<file path="config.mk">
export PLATFORM = sky130hd
export DESIGN_NAME = mdio_master
export DESIGN_NICKNAME = d
export VERILOG_FILES = /design/src/rtl/mdio_master.sv
export SDC_FILE = /design/constraint.sdc
export NUM_CORES = 1
export LEC_CHECK = 0
export ABC_CLOCK_PERIOD_IN_PS = 2200
export BUFFER_PORTS_ARGS = -buffer_cell sky130_fd_sc_hd__buf_2
export CORE_MARGIN = 2
export CORE_UTILIZATION = 38
export CTS_BUF_LIST = sky130_fd_sc_hd__clkbuf_8
export CTS_CLUSTER_SIZE = 30
export DETAILED_ROUTE_END_ITERATION = 10
export GPL_ROUTABILITY_DRIVEN = 0
export SLEW_MARGIN = 15
export SYNTH_ARGS = -nofsm -noshare
export SYNTH_HDL_FRONTEND = slang
export SYNTH_SLANG_ARGS = --single-unit
</file>
<file path="constraint.sdc">
create_clock -name clk -period 2.2 [get_ports clk]
set_clock_uncertainty 0.2 [all_clocks]
set_input_delay 0.22 -clock clk [delete_from_list [all_inputs] [get_ports clk]]
set_output_delay 0.22 -clock clk [all_outputs]
set_load 0.05 [all_outputs]
</file>
<file path="src/rtl/mdio_master.sv">
// MDIO management master: builds Clause 22/45 frames on split tristate pins,
// derives MDC from clk and flags absent PHYs via the turnaround bit.
module mdio_master #(
    parameter int CLK_DIV     = 10,
    parameter int PRE_LEN     = 32,
    parameter bit SUPPORT_C45 = 1'b1
) (
    input  logic        clk,
    input  logic        rst_n,
    input  logic        cyc_i,
    input  logic        c45_i,
    input  logic [1:0]  cmd_i,
    input  logic [4:0]  phy_adr_i,
    input  logic [4:0]  reg_adr_i,
    input  logic [15:0] dat_i,
    output logic        ack_o,
    output logic        err_o,
    output logic [15:0] dat_o,
    output logic        busy_o,
    output logic        mdc_o,
    output logic        mdio_o,
    output logic        mdio_oe_o,
    input  logic        mdio_i
);
    localparam int               DIV_W      = $clog2(CLK_DIV);
    localparam logic [DIV_W-1:0] DIV_LAST   = DIV_W'(CLK_DIV - 1);
    localparam logic [5:0]       PRE_END    = 6'(PRE_LEN);
    localparam logic [5:0]       TA_FIRST   = 6'(PRE_LEN + 14);
    localparam logic [5:0]       TA_LAST    = 6'(PRE_LEN + 15);
    localparam logic [5:0]       DATA_FIRST = 6'(PRE_LEN + 16);
    localparam logic [5:0]       LAST_BIT   = 6'(PRE_LEN + 31);

    typedef enum logic [2:0] {ST_IDLE, ST_PRE, ST_HDR, ST_TA, ST_DATA, ST_DONE} state_t;

    state_t           state_q, state_d;
    logic [5:0]       bit_q, bit_d, bit_nxt;
    logic [DIV_W-1:0] div_q, div_d;
    logic             mdc_q, mdc_d, mdio_q, mdio_d, oe_q, oe_d;
    logic [31:0]      sh_q, sh_d;
    logic [15:0]      rx_q, rx_d, dat_q, dat_d;
    logic             err_q, err_d, rd_q, rd_d;
    logic [1:0]       sync_q;
    logic             mdio_sync;
    logic             reject, is_read;
    logic [1:0]       st, op;
    logic [31:0]      frame;

    // The pad is idle-high (pull-up), so the synchroniser resets to 1.
    always_ff @(posedge clk or negedge rst_n) begin
        if (!rst_n) sync_q <= 2'b11;
        else        sync_q <= {sync_q[0], mdio_i};
    end
    assign mdio_sync = sync_q[1];

    always_comb begin
        reject  = c45_i ? !SUPPORT_C45 : !cmd_i[0];
        is_read = cmd_i[1];
        st      = c45_i ? 2'b00 : 2'b01;
        op      = c45_i ? cmd_i : (cmd_i[1] ? 2'b10 : 2'b01);
        // Read frames keep ones after RA; the line is released there anyway.
        frame   = {st, op, phy_adr_i, reg_adr_i, is_read ? 18'h3FFFF : {2'b10, dat_i}};
    end

    always_comb begin
        // NOTE: every next-state signal gets a default here so no latch is inferred.
        state_d = state_q;
        bit_d   = bit_q;
        div_d   = div_q;
        mdc_d   = mdc_q;
        mdio_d  = mdio_q;
        oe_d    = oe_q;
        sh_d    = sh_q;
        rx_d    = rx_q;
        err_d   = err_q;
        rd_d    = rd_q;
        dat_d   = dat_q;
        bit_nxt = bit_q + 6'd1;
        case (state_q)
            ST_IDLE: begin
                mdc_d  = 1'b0;
                mdio_d = 1'b1;
                oe_d   = 1'b0;
                err_d  = 1'b0;
                if (cyc_i) begin
                    rd_d = is_read;
                    if (reject) begin
                        state_d = ST_DONE;
                        err_d   = 1'b1;
                    end else begin
                        state_d = (PRE_LEN > 0) ? ST_PRE : ST_HDR;
                        bit_d   = '0;
                        div_d   = '0;
                        sh_d    = frame;
                        oe_d    = 1'b1;
                        mdio_d  = (PRE_LEN > 0) ? 1'b1 : frame[31];
                    end
                end
            end
            ST_DONE: state_d = ST_IDLE;
            default: begin
                if (div_q != DIV_LAST) begin
                    div_d = div_q + 1'b1;
                end else begin
                    div_d = '0;
                    mdc_d = !mdc_q;
                    if (!mdc_q) begin
                        // Rising MDC: sample the PHY.
                        if (rd_q && state_q == ST_TA && bit_q == TA_LAST) err_d = mdio_sync;
                        if (rd_q && state_q == ST_DATA) rx_d = {rx_q[14:0], mdio_sync};
                    end else if (bit_q == LAST_BIT) begin
                        state_d = ST_DONE;
                        mdio_d  = 1'b1;
                        oe_d    = 1'b0;
                        if (rd_q) dat_d = rx_q;
                    end else begin
                        bit_d = bit_nxt;
                        if (state_q != ST_PRE) sh_d = {sh_q[30:0], 1'b1};
                        if (state_q == ST_PRE && bit_nxt == PRE_END)    state_d = ST_HDR;
                        if (state_q == ST_HDR && bit_nxt == TA_FIRST)   state_d = ST_TA;
                        if (state_q == ST_TA  && bit_nxt == DATA_FIRST) state_d = ST_DATA;
                        mdio_d = (state_d == ST_PRE) ? 1'b1 : sh_d[31];
                        oe_d   = !(rd_q && (state_d == ST_TA || state_d == ST_DATA));
                    end
                end
            end
        endcase
    end

    // NOTE: state uses non-blocking assignments; the async reset also releases the pad at once.
    always_ff @(posedge clk or negedge rst_n) begin
        if (!rst_n) begin
            state_q <= ST_IDLE;
            bit_q   <= '0;
            div_q   <= '0;
            mdc_q   <= 1'b0;
            mdio_q  <= 1'b1;
            oe_q    <= 1'b0;
            sh_q    <= '0;
            rx_q    <= '0;
            err_q   <= 1'b0;
            rd_q    <= 1'b0;
            dat_q   <= '0;
        end else begin
            state_q <= state_d;
            bit_q   <= bit_d;
            div_q   <= div_d;
            mdc_q   <= mdc_d;
            mdio_q  <= mdio_d;
            oe_q    <= oe_d;
            sh_q    <= sh_d;
            rx_q    <= rx_d;
            err_q   <= err_d;
            rd_q    <= rd_d;
            dat_q   <= dat_d;
        end
    end

    assign ack_o     = (state_q == ST_DONE);
    assign err_o     = ack_o && err_q;
    assign busy_o    = (state_q != ST_IDLE) && (state_q != ST_DONE);
    assign dat_o     = dat_q;
    assign mdc_o     = mdc_q;
    assign mdio_o    = mdio_q;
    assign mdio_oe_o = oe_q;

endmodule

</file>
==> flow_metrics.env <==
export IMPL_max_clock_path_buffers=2
export IMPL_total_power_mw=4.14
export IMPL_place_area_mm2=0.00477
export IMPL_setup_viol=0
export IMPL_finalInstanceArea_mm2=0.00520
export IMPL_core_mm2=0.0109
export IMPL_peakVddDrop_mv=0.463
export IMPL_grt_pass1_vias=3185
export IMPL_syn_inst=406
export IMPL_cap_violations=0
export IMPL_rsz0062_at_grt="true"
export IMPL_grt_use_met3=0.0391
export IMPL_worstSetupPathType="flip-flop to flip-flop"
export IMPL_final_util=0.478
export IMPL_crit_chain="ha_2, or3_1, o31ai_4, o2111ai_2, or3b_1, a31oi_2"
export IMPL_clock_sinks=84
export IMPL_finalCriticalPeriod_ns=2.14
export IMPL_busiest_layer="met2"
export IMPL_fmax_mhz=466
export IMPL_cp_arrival_ns=2.23
export IMPL_synth_area_per_cell_um2=10.5
export IMPL_antenna_diode_count=0
export IMPL_num_vias=3296
export IMPL_nets=520
export IMPL_async_flop_share=1.00
export IMPL_power_density_mw_per_mm2=797
export IMPL_grt_max_degree=37
export IMPL_synth_top_area_frac=0.477
export IMPL_wl_per_cell_um=15.1
export IMPL_clk_pin_slew_worst_paths_ns=0.10
export IMPL_cts_tree="built"
export IMPL_antenna_found_initial=0
export IMPL_synth_area_top_cells="dfrtp_1 (48%), mux2_2 (9.3%), o21ai_0 (5.9%)"
export IMPL_synth_edf_count=0
export IMPL_area_delta_synth_final_pct=22.3
export IMPL_cp_max_fo=6
export IMPL_drv_slew=0
export IMPL_cts_buffers=9
export IMPL_hp_class="input port to flip-flop"
export IMPL_first_pass_iters=4
export IMPL_place_hpwl_mm=6.48
export IMPL_grt_use_met2=0.262
export IMPL_endpoint_kind="flip-flop"
export IMPL_met1_usage=0.232
export IMPL_critPathSlowestCell="or3b_1"
export IMPL_wl_mm=9.49
export IMPL_synth_area_mm2=0.00425
export IMPL_relSlewSlack=0.654
export IMPL_syn_nets=444
export IMPL_grt_pass1_wl_mm=15.8
export IMPL_final_cells=627
export IMPL_gr_total_overflow=0
export IMPL_power_leakage_nw=2.44
export IMPL_grtUsageTotal=0.169
export IMPL_rows=38
export IMPL_finalCritPeriodShare=0.975
export IMPL_place_ws_ns=-0.0392
export IMPL_drc=0
export IMPL_worst_path_largest_cell_delay_ns=0.41
export IMPL_root_buffer="clkbuf_8"
export IMPL_port_buffers=54
export IMPL_die_w_um=110
export IMPL_hold_viol_final=0
export IMPL_yosysWarningCount=0
export IMPL_h_tree_depth=3
export IMPL_worst_pin_slew_ns=0.514
export IMPL_synth_flop_cell="dfrtp_1"
export IMPL_startpoint_type="flip-flop"
export IMPL_outcome="finished, final reports clean"
export IMPL_drt_iter0_markers=193
export IMPL_layout_drive_gt1_share=0.320
export IMPL_yosysSeqAreaShare=0.495
export IMPL_die_y_um=110
export IMPL_fin_hold_ws_ns=0.0422
export IMPL_required_ns=2.28
export IMPL_synth_largest_area_cell="dfrtp_1"
export IMPL_tns_ns=0
export IMPL_vias_per_cell=5.26
export IMPL_r2r_slack_ns=0.06
export IMPL_start_util=0.390
export IMPL_ys_types=59
export IMPL_clk_latency_ns=0.36
export IMPL_ios=55
export IMPL_timing_final_ws_setup_ns=0.0554
export IMPL_ant_nets=0
export IMPL_synth_seq_cells=84
export IMPL_die_area_mm2=0.0120
export IMPL_dp_cells=596
==> critical path: cells and delay by family, from the launching register on <==
kind / cells / cell delay (ns)
DFF: 1 / 0.40
and+or+nand+nor: 2 / 0.78
AOI/OAI and AO/OA: 3 / 0.47
adders and majority gates: 1 / 0.23
==> Yosys cell counts, drive strengths merged (2+ instances only) <==
master  instances
a211o           3
a211oi          3
a21boi          2
a21o           16
a21oi          28
a31oi           2
and2            7
and3b           3
and4            2
buf            14
clkbuf         12
dfrtp          81
dfstp           3
ha              5
inv             3
mux2           35
mux2i          11
nand2          51
nand2b          5
nand3           6
nand3b          4
nand4           2
nor2           18
nor3            6
nor4            2
nor4b           3
o21a            2
o21ai          50
o22ai           4
o31ai           3
o41ai           2
or3             2
==> area by class of cell <==
type                    count  area (µm²)
inverters                   3        11.3
clock inverters             7        93.8
well taps                 140         175
clock buffers               9         124
flip-flops and latches     84        2110
fillers                  1034        5690
multi-input cells         293        2030
repair buffers             91         658
==> registers in the layout (all words and copies together) (netlist names) <==
register   flops
sh_q          32
err_q          1
mdc_o          1
div_q          4
mdio_oe_o      1
bit_q          6
rx_q          16
mdio_o         1
sync_q         2
rd_q           1
state_q        3
dat_o         16
==> final timing paths <==
kind / cells after the start / startpoint / end
max in group asynchronous: 3 / rst_n / sync_q[1]$_DFF_PN1_
setup reg to reg: 6 / bit_q[0]$_DFFE_PN0P_ / state_q[2]$_DFFE_PN0P_
min in group asynchronous: 2 / rst_n / sh_q[6]$_DFFE_PN0P_
setup / recovery: 6 / bit_q[0]$_DFFE_PN0P_ / state_q[2]$_DFFE_PN0P_
hold reg to reg: 0 / sync_q[0]$_DFF_PN1_ / sync_q[1]$_DFF_PN1_
hold / removal: 4 / dat_i[10] / sh_q[10]$_DFFE_PN0P_
==> report_power, final <==
part           switching, mW  total, mW  leakage, nW  internal (mW)
logic                  0.479      0.873         1.22          0.394
clock network          0.659       1.22        0.107          0.559
registers              0.229       2.05         1.11           1.82
total                   1.37       4.14         2.44           2.78
==> per-layer routing <==
metal / part of all wire / vias up
li1: - / 1614
met1: 0.47 / 1599
met2: 0.47 / 71
met3: 0.046 / 12
met4: 0.012 / 0
met5: 0 / -
==> repair_timing <==
item,4_1_cts,5_1_grt
setup endpoints to repair,4,71
hold endpoints to repair,73,0
pin swaps,0,1
gates resized for setup,4,10
setup buffers,0,2
hold buffers,13,0
==> placed cells by master (no fill, tap or decap), types with 3 or more instances in the layout <==
cell / instances
a211o_1: 3
a21o_1: 15
a21oi_1: 26
and2_1: 6
and3b_1: 3
buf_12: 6
buf_2: 53
buf_4: 19
clkbuf_8: 9
dfrtp_1: 78
dfrtp_2: 3
dfstp_2: 3
dlygate4sd3_1: 13
ha_1: 3
inv_1: 3
mux2_2: 35
mux2i_1: 11
nand2_1: 51
nand2b_1: 5
nand3_1: 6
nand3b_1: 4
nor2_1: 16
nor3_1: 5
nor4b_1: 3
o21ai_0: 50
==> kinds of logic (layout without fill, tap and decap cells) <==
group / Yosys count / count (layout) / share of synthesized area
flops: 84 / 84 / 0.495
buf+inv: 29 / 110 / 0.0444
xor+xnor: 1 / 1 / 0.00206
fa+ha+maj: 5 / 5 / 0.0147
compound gates: 124 / 124 / 0.179
simple gates: 117 / 117 / 0.145
mux: 46 / 46 / 0.119
(Power assumes the default switching activity.)
